File: src/rtl/mul_pkg.sv
// mul_pkg
// Shared definitions for the sequential multiply units in the arithmetic datapath.
//   mul_state_e  : controller state encoding (IDLE, RUN)
//   arith_word_t : wide scratch word used by the width-generic helpers below
//   prodWidth    : full product width for a given operand width
//   widthMask    : low-order mask of a given width
//   negateMod    : two's-complement negate, reduced mod 2^width
//   absMag       : magnitude of a width-bit value, signed or unsigned
// The helpers work on a 128-bit scratch word so that one function body can
// serve any operand width. Callers zero-extend into arith_word_t and slice
// the low bits back out. This limits products to 127 bits, so WIDTH <= 63.
package mul_pkg;

    typedef enum logic {
        IDLE = 1'b0,
        RUN  = 1'b1
    } mul_state_e;

    localparam int MAX_ARITH_W = 128;

    typedef logic [MAX_ARITH_W-1:0] arith_word_t;

    function automatic int prodWidth(input int width);
        return 2 * width;
    endfunction

    function automatic arith_word_t widthMask(input int width);
        if (width >= MAX_ARITH_W) begin
            return '1;
        end
        return (arith_word_t'(1) << width) - arith_word_t'(1);
    endfunction

    function automatic arith_word_t negateMod(input arith_word_t x, input int width);
        return (~x + arith_word_t'(1)) & widthMask(width);
    endfunction

    // The most negative value negates to itself. Read as unsigned, that is
    // exactly its magnitude, so it needs no special case.
    function automatic arith_word_t absMag(input arith_word_t x, input int width,
                                           input logic isSigned);
        arith_word_t msbShifted;
        msbShifted = x >> (width - 1);
        if (isSigned && msbShifted[0]) begin
            return negateMod(x, width);
        end
        return x & widthMask(width);
    endfunction

endpackage

File: src/rtl/shift_add_dp.sv
// shift_add_dp
// Datapath of the shift-and-add multiplier. It holds the accumulator, the
// shifting multiplicand and multiplier registers, and the sign of the result.
// The controller steers it with two qualifiers.
//   clk_i       : clock
//   rst_i       : synchronous active-high reset, clears every register
//   load_i      : capture operand magnitudes and result sign, clear acc
//   step_i      : process one multiplier bit (add-if-set, shift both)
//   sgn_i       : operands are two's complement (used with load_i)
//   a_i, b_i    : multiplicand / multiplier (used with load_i)
//   mplrZero_o  : no multiplier bits left, so the accumulator is final
//   result_o    : accumulator with the sign fix-up applied
import mul_pkg::*;

module shift_add_dp #(
    parameter int WIDTH = 16
) (
    input  logic                 clk_i,
    input  logic                 rst_i,
    input  logic                 load_i,
    input  logic                 step_i,
    input  logic                 sgn_i,
    input  logic [WIDTH-1:0]     a_i,
    input  logic [WIDTH-1:0]     b_i,
    output logic                 mplrZero_o,
    output logic [2*WIDTH-1:0]   result_o
);

    localparam int PW = prodWidth(WIDTH);

    logic [PW-1:0]    acc_q,   acc_d;
    logic [PW-1:0]    mcand_q, mcand_d;
    logic [WIDTH-1:0] mplr_q,  mplr_d;
    logic             neg_q,   neg_d;

    arith_word_t aAbsWide;
    arith_word_t bAbsWide;
    arith_word_t accNegWide;
    logic        unusedHighBits;

    // Magnitudes are formed in the wide scratch word. absMag masks to WIDTH
    // bits, so the low PW bits of aAbsWide already hold |a| zero-extended.
    assign aAbsWide   = absMag(arith_word_t'(a_i), WIDTH, sgn_i);
    assign bAbsWide   = absMag(arith_word_t'(b_i), WIDTH, sgn_i);
    assign accNegWide = negateMod(arith_word_t'(acc_q), PW);

    assign unusedHighBits = ^{aAbsWide[MAX_ARITH_W-1:PW],
                              bAbsWide[MAX_ARITH_W-1:WIDTH],
                              accNegWide[MAX_ARITH_W-1:PW]};

    // Loading takes priority. The controller never raises both qualifiers in
    // the same cycle, but the order keeps the behaviour obvious if it did.
    always_comb begin
        acc_d   = acc_q;
        mcand_d = mcand_q;
        mplr_d  = mplr_q;
        neg_d   = neg_q;
        if (load_i) begin
            acc_d   = '0;
            mcand_d = aAbsWide[PW-1:0];
            mplr_d  = bAbsWide[WIDTH-1:0];
            neg_d   = sgn_i & (a_i[WIDTH-1] ^ b_i[WIDTH-1]);
        end else if (step_i) begin
            if (mplr_q[0]) begin
                acc_d = acc_q + mcand_q;
            end
            mcand_d = mcand_q << 1;
            mplr_d  = mplr_q >> 1;
        end
    end

    always_ff @(posedge clk_i) begin
        if (rst_i) begin
            acc_q   <= '0;
            mcand_q <= '0;
            mplr_q  <= '0;
            neg_q   <= 1'b0;
        end else begin
            acc_q   <= acc_d;
            mcand_q <= mcand_d;
            mplr_q  <= mplr_d;
            neg_q   <= neg_d;
        end
    end

    assign mplrZero_o = (mplr_q == '0);
    assign result_o   = neg_q ? accNegWide[PW-1:0] : acc_q;

endmodule

File: src/rtl/seq_shift_add_mul.sv
// seq_shift_add_mul
// Multi-cycle shift-and-add multiplier with a start/busy/done handshake.
// Latency is the bit length of |b| plus one cycle. The loop exits as soon
// as no multiplier bits remain.
//   clk_i     : clock, all state changes on the rising edge
//   rst_i     : synchronous active-high reset, aborts any operation
//   start_i   : request, only honoured in IDLE
//   sgn_i     : 1 = two's-complement operands, sampled with start
//   a_i, b_i  : multiplicand / multiplier, sampled with start
//   busy_o    : operation in flight
//   done_o    : one-cycle completion pulse, product valid from this cycle
//   product_o : 2*WIDTH-bit result, held until the next completion
import mul_pkg::*;

module seq_shift_add_mul #(
    parameter int WIDTH = 16
) (
    input  logic                 clk_i,
    input  logic                 rst_i,
    input  logic                 start_i,
    input  logic                 sgn_i,
    input  logic [WIDTH-1:0]     a_i,
    input  logic [WIDTH-1:0]     b_i,
    output logic                 busy_o,
    output logic                 done_o,
    output logic [2*WIDTH-1:0]   product_o
);

    localparam int PW = prodWidth(WIDTH);

    mul_state_e    state_q;
    logic          busy_q;
    logic          done_q;
    logic [PW-1:0] product_q;

    logic          loadOp;
    logic          stepOp;
    logic          mplrZero;
    logic [PW-1:0] result;

    // A start that arrives during RUN simply never reaches the datapath.
    assign loadOp = (state_q == IDLE) && start_i;
    assign stepOp = (state_q == RUN) && !mplrZero;

    shift_add_dp #(
        .WIDTH(WIDTH)
    ) u_dp (
        .clk_i      (clk_i),
        .rst_i      (rst_i),
        .load_i     (loadOp),
        .step_i     (stepOp),
        .sgn_i      (sgn_i),
        .a_i        (a_i),
        .b_i        (b_i),
        .mplrZero_o (mplrZero),
        .result_o   (result)
    );

    // The controller and handshake outputs are registered together, so busy
    // and done always change on the same edge and are never both high.
    // product_q is written only on the completion edge.
    always_ff @(posedge clk_i) begin
        if (rst_i) begin
            state_q   <= IDLE;
            busy_q    <= 1'b0;
            done_q    <= 1'b0;
            product_q <= '0;
        end else begin
            done_q <= 1'b0;
            case (state_q)
                IDLE: begin
                    if (start_i) begin
                        state_q <= RUN;
                        busy_q  <= 1'b1;
                    end
                end
                RUN: begin
                    if (mplrZero) begin
                        state_q   <= IDLE;
                        busy_q    <= 1'b0;
                        done_q    <= 1'b1;
                        product_q <= result;
                    end
                end
                default: begin
                    state_q <= IDLE;
                    busy_q  <= 1'b0;
                end
            endcase
        end
    end

    assign busy_o    = busy_q;
    assign done_o    = done_q;
    assign product_o = product_q;

endmodule

File: config.mk
export PLATFORM = sky130hd
export DESIGN_NAME = seq_shift_add_mul
export DESIGN_NICKNAME = d
export VERILOG_FILES = /design/src/rtl/mul_pkg.sv /design/src/rtl/shift_add_dp.sv /design/src/rtl/seq_shift_add_mul.sv
export SDC_FILE = /design/constraint.sdc
export NUM_CORES = 1
export LEC_CHECK = 0
export ABC_AREA = 1
export BUFFER_PORTS_ARGS = -buffer_cell sky130_fd_sc_hd__buf_4
export CORE_MARGIN = 1
export CORE_UTILIZATION = 45
export CTS_CLUSTER_DIAMETER = 30
export DETAILED_ROUTE_END_ITERATION = 10
export PLACE_DENSITY = 0.66
export SYNTH_ARGS = -nofsm -noshare
export SYNTH_HDL_FRONTEND = slang
export SYNTH_HIERARCHICAL = 1
export SYNTH_SLANG_ARGS = --single-unit
File: constraint.sdc
create_clock -name clk_i -period 2.1 [get_ports clk_i]
set_input_delay 0 -clock clk_i [delete_from_list [all_inputs] [get_ports clk_i]]
set_output_delay 0 -clock clk_i [all_outputs]
set_load 0.02 [all_outputs]
# ---- After elaboration in Yosys (flattened, before gate mapping)
# Index checks and enable logic that the tools add are counted.
dict set report word_totals {
  register_bits 116
  output_inout_bits 34
  wordCells 50
}
dict set report op_classes {
  n_addsub 4
  eq_ne 2
  mux 18
  bitwise 6
  reduce_logical 12
}
# op count
set op_table {}
lappend op_table {{two-way mux 32 bit} 5}
lappend op_table {{two-way mux 16 bit} 4}
lappend op_table {{adder 16 x 1 -> 16 bit, second input constant} 2}
lappend op_table {{adder 32 x 1 -> 32 bit, second input constant} 1}
lappend op_table {{adder 32 bit} 1}
lappend op_table {{inverter 16 bit} 2}
lappend op_table {{inverter 32 bit} 1}
lappend op_table {{zero test 16 bit} 1}
lappend op_table {{two-way mux 1 bit} 7}
lappend op_table {{AND reduction 2 bit} 3}
lappend op_table {{logical AND 1 bit} 4}
lappend op_table {{one-hot mux 1 bit (2 select lines)} 2}
lappend op_table {{OR reduction 2 bit} 2}
lappend op_table {{!= test 2 x 1 -> 1 bit, second input constant} 1}
lappend op_table {{!= test 2 bit, second input constant} 1}
lappend op_table {{nonzero test 2 bit} 1}
lappend op_table {{AND 1 bit} 1}
lappend op_table {{zero test 1 bit} 1}
lappend op_table {{inverter 1 bit} 1}
lappend op_table {{bitwise XOR 1 bit} 1}

# ---- Depth between registers and ports, before layout
dict set report depth {
  depth_word 5
  mapped_depth 14
}

# ---- By module
# The synthesis kept the hierarchy.
# mod instances cells_each area_each_um2 seq_area_each_um2
set by_module_without_submodules {}
lappend by_module_without_submodules {shift_add_dp 1 1255 7264.5 1621.6}
lappend by_module_without_submodules {seq_shift_add_mul 1 161 1551.5 700.7}

# ---- Worst setup path before layout
# Ideal clock, no wire load.
dict set report synth_timing {
  kind {reg-to-reg}
  startpoint {register u_dp.mplr_q[15]}
  endpoint {register u_dp.acc_q[14]}
  arrival_ns 1.777
  setup_slack_ns 0.209
  stages_incl_launch_ff 13
  n_path_buf 3
  synth_period_minus_slack_ns 1.891
  cell_sequence {dfxtp_1 > nor4_1 > nand2_1 > nor2_1 > buf_6 > buf_4 > nor2_1 > nand2_1 > inv_2 > clkbuf_1 > o21ai_0 > o21bai_1 > inv_1}
}
dict set report synth_via {
  elab_chain_len 4
}
# element line_no
set synth_rtl {}
lappend synth_rtl {{start, declared} shift_add_dp.sv:33} ;# logic [WIDTH-1:0] mplr_q, mplr_d;
lappend synth_rtl {{start signal, assigned} shift_add_dp.sv:81} ;# mplr_q <= mplr_d;
lappend synth_rtl {{zero test 16 bit} shift_add_dp.sv:86} ;# assign mplrZero_o = (mplr_q == '0);
lappend synth_rtl {{via mplrZero} seq_shift_add_mul.sv:38} ;# logic mplrZero;
lappend synth_rtl {{zero test 1 bit} seq_shift_add_mul.sv:43} ;# assign stepOp = (state_q == RUN) && !mplrZero;
lappend synth_rtl {{logical AND 1 bit} seq_shift_add_mul.sv:43}
lappend synth_rtl {{via stepOp} seq_shift_add_mul.sv:37} ;# logic stepOp;
lappend synth_rtl {{AND reduction 2 bit (no source line)} n/a}
lappend synth_rtl {{end signal, assigned} shift_add_dp.sv:74} ;# acc_q <= '0;
lappend synth_rtl {{end signal, assigned} shift_add_dp.sv:79} ;# acc_q <= acc_d;
lappend synth_rtl {{end, declared} shift_add_dp.sv:31} ;# logic [PW-1:0] acc_q, acc_d;
# The timed path passes the listed nets, and every way through them passes these cells.
# A chain may end at the register's enable or synchronous reset.

# ---- Final worst setup path
dict set report layout_timing {
  startpoint {register state_q}
  endpoint {register u_dp.mplr_q[15]}
}
dict set report layout_via {
  elab_chain_len 3
  word_cells_on_any_way 5
  cone_classes {mux (1); bitwise (1); reduce/logical (3)}
}
# element line_no
set layout_rtl {}
lappend layout_rtl {{start, declared} seq_shift_add_mul.sv:31} ;# mul_state_e state_q;
lappend layout_rtl {{start signal, assigned} seq_shift_add_mul.sv:64} ;# state_q <= IDLE;
lappend layout_rtl {{start signal, assigned} seq_shift_add_mul.sv:73} ;# state_q <= RUN;
lappend layout_rtl {{start signal, assigned} seq_shift_add_mul.sv:79} ;# state_q <= IDLE;
lappend layout_rtl {{inverter 1 bit (no source line) (*)} n/a}
lappend layout_rtl {{logical AND 1 bit (*)} seq_shift_add_mul.sv:42} ;# assign loadOp = (state_q == IDLE) && start_i;
lappend layout_rtl {{via loadOp} seq_shift_add_mul.sv:36} ;# logic loadOp;
lappend layout_rtl {{two-way mux 16 bit or nonzero test 2 bit (tied branches)} n/a}
# The timed path passes the listed nets; every way through them passes the cells marked *.

==> results.md <==
* Final Cell Area at 10500 µm²
* Final HPWL DP at 17900 µm
* Die area at roughly 20000 µm²
* Post-synth EDFFs at 0
* Proportion of layout cells with a drive suffix above 1 at 0.132
* Final Hold Fails at 0
* Critical path fanouts, max at a little over 40
* Synth Area in Simple Gates at 0.374
* Final Wtd Congestion at approximately 0.92
* WP data arrival at approximately 2.4 ns
* Mux cell area share after synthesis at 0
* Asr flop ratio synth at 0
* Vias per cell at between 5 and 6
* IO Count at 70
* Residual DRC count at 0
* Reg area at ~2300 µm²
* Vias in the first global route at 8226
* Num CTS Buffers at 17
* Global route overflow at 0
* CTS tree: yes
* Setup ws final at about 0.095 ns
* Dominant cell type by area after synthesis: dfxtp_1
* Pwr dens at approximately 650 nW/µm²
* P_leak at between 5 and 6 nW
* Setup_tns at 0 ns
* N_diodes at 0
* Synth Area in XOR/XNOR at 0.0517
* Post-synthesis sequential area ratio at 0.263
* Max-cap viol count at 0
* Fill cell count at between 1500 and 2000
* Commonest non-fill, non-tap cell in the layout: nand2_1
* First-pass GRT wire length at approximately 39000 µm
* Most common flop cell mapped by yosys: dfxtp_1
* Fmax at roughly 0.50 GHz
* Commonest cells after routing, fill and taps aside: nand2_1 (409), inv_1 (225), dfxtp_1 (112)
* Hold Path Class: in2reg
* WL/cell at roughly 13 µm
* Setup Viol. Count Final at 0
* Tot GR Track Use at 0.241
* Synthesized Nets at about 1500
* Total number of vias at 8914
* Startpoint class of the critical path: flop
* Dpl ws at -0.0143 ns
* Final ANT Viol Nets at 0
* Worst-Skew Late Latency at 0.42 ns
* CTS max path bufs at 2
* Gate Count Post-Synth at around 1400
* Die Ht at 142 µm
* CTS Sinks at 116
* Synth Cell Area at 8820 µm²
* DRT Wirelength at 23400 µm
* Netlist cell types at 45
* Initial DRC count at roughly 520
* Synth Area in Compound Gates at 0.120
* Die width at approximately 140 µm
* Crit path kind: reg2reg
* Initial antenna violation count at 0
* Placed Area at around 9500 µm²
* Synth-to-layout area growth at 19.0%
* Initial core utilization at 0.465
* Final cycle utilization of the critical path at 0.955
* Clock root buffer: clkbuf_16
* RSZ-0062 raised after global routing: no
* Clk pin slew, worst setup/hold paths at 0.05 ns
* Detailed Routing Iterations Pass 1 at 5
* Worst Path Required at 2.45 ns
* Synth warn at 6
* IO buf count at slightly below 70
* Footprint of the multi-input gates at between 5000 and 6000 µm²
* Slew Viols, Final at 0
* Core area at 19000 µm²
* Peak VDD IR at 0.433 mV
* Synth Area in Adders at 0.0505
* Syn_area_per_cell at between 6 and 7 µm²
* Measured slew at the worst slew-check pin at 0.581 ns
* Outcome: completed
* Pin count of the biggest net entering global routing at between 60 and 70
* Dominant cells by area after synthesis: dfxtp_1 (26%), nand2_1 (17%), inv_1 (9.7%)
* # rows at 50
* Nets at about 1600
* Crit. End Element: flop
* Main combinational cell family by area after synthesis: simple AND/OR/NAND/NOR gates
* Post-synth top area share at 0.263
* FF+latch count, synth at 116
* Slew Limit Headroom at 0.612
* Htree depth at 4
* Final worst path period need at approximately 2 ns
* Clock skew at around 0.0061 ns
-- where the power goes --
| part | total, mW | internal [mW] | switching [mW] | leakage [nW] |
|---|---|---|---|---|
| logic | 1.33 | 0.492 | 0.840 | 4.31 |
| registers | 2.41 | 2.31 | 0.0959 | 0.944 |
| clock network | 3.08 | 2.06 | 1.02 | 0.312 |
| total | 6.82 | 4.86 | 1.95 | 5.56 |
-- final timing paths --
path / startpoint / slack (ns) / endpoint / depth (start not counted)
max: state_q$_SDFF_PP0_ / 0.1 / u_dp/mplr_q[15]$_SDFFE_PP0P_ / 7
min: b_i[0] / 0.02 / u_dp/mplr_q[0]$_SDFFE_PP0P_ / 5
max reg2reg: state_q$_SDFF_PP0_ / 0.1 / u_dp/mplr_q[15]$_SDFFE_PP0P_ / 7
min reg2reg: busy_o$_SDFFE_PP0P_ / 0.46 / busy_o$_SDFFE_PP0P_ / 2
-- sequential cells by signal, summed over array words and instances, names as in the netlist --
register and flops:
busy_o 1, done_o 1, product_o 32, state_q 1, u_dp/acc_q 32, u_dp/mcand_q 32, u_dp/mplr_q 16, u_dp/neg_q 1
-- routing by layer --
layer / track usage / vias to the layer above / routed length (µm)
met3: 0.0373 / 32 / 844
met1: 0.299 / 3980 / 11100
met2: 0.422 / 200 / 11100
li1: - / 4702 / -
met4: 0.0821 / 0 / 399
met5: 0 / - / 0
-- critical path, cell delays in order, from the launching register on --
cell           delay [ns]
dfxtp_1              0.31
inv_1                0.16
nand2_1              0.10
inv_1                0.19
buf_6                0.31
o2111ai_1            0.15
dlygate4sd3_1        0.57
a21oi_1              0.11
-- stage by stage --
step | hold WS (ns) | util | power (mW) | std cells
after floorplan | 0.0724 | - | 3.37 | 1416
after CTS | 0.00402 | 0.551 | 6.87 | 1781
after detailed placement | 0.237 | 0.503 | 3.71 | 1722
final | 0.0155 | 0.553 | 6.82 | 1782
after global placement | 0.246 | 0.503 | 3.70 | 1722
after global routing | 0.0177 | 0.553 | 7.13 | 1782
-- cells by family (layout without fill, tap and decap cells) --
family,count (synthesis),count (layout)
buf+inv,286,392
flops,116,116
xor+xnor,52,52
simple gates,736,736
fa+ha+maj,35,35
compound gates,191,191
-- cell usage after synthesis (2+ instances only) --
cell / number
o221ai_1: 5
o31ai_1: 2
or2_2: 2
ha_1: 34
o21bai_1: 8
inv_1: 227
clkbuf_1: 16
nor3_1: 10
nand3_2: 23
a21oi_1: 80
nand3_1: 111
nand4_1: 42
inv_2: 7
nand2_1: 410
buf_6: 6
nand2_2: 11
buf_1: 5
dfxtp_1: 116
nor2_1: 107
nor2_4: 5
o211ai_1: 13
o21ai_1: 5
xor2_1: 42
nor2_2: 6
a31oi_1: 2
o21ai_0: 70
nor4_1: 4
buf_2: 9
buf_4: 10
xnor2_1: 10
buf_12: 4
-- layout make-up --
type                            instances  share of cell area
Timing Repair Buffer                  126              0.0996
Multi-Input combinational cell       1014               0.504
Clock inverter                         10              0.0147
Sequential cell                       116               0.222
Clock buffer                           21              0.0448
Inverter                              235              0.0843
Tap cell                              260              0.0310
-- timing repair --
action	4_1_cts	5_1_grt
endpoints found under the setup margin	8	24
buffers inserted	0	1
hold buffers	28	0
hold endpoints to repair	35	0
gates resized for setup	1	16
pin swaps	0	1
Note: power is estimated with default switching activity, not from simulation.
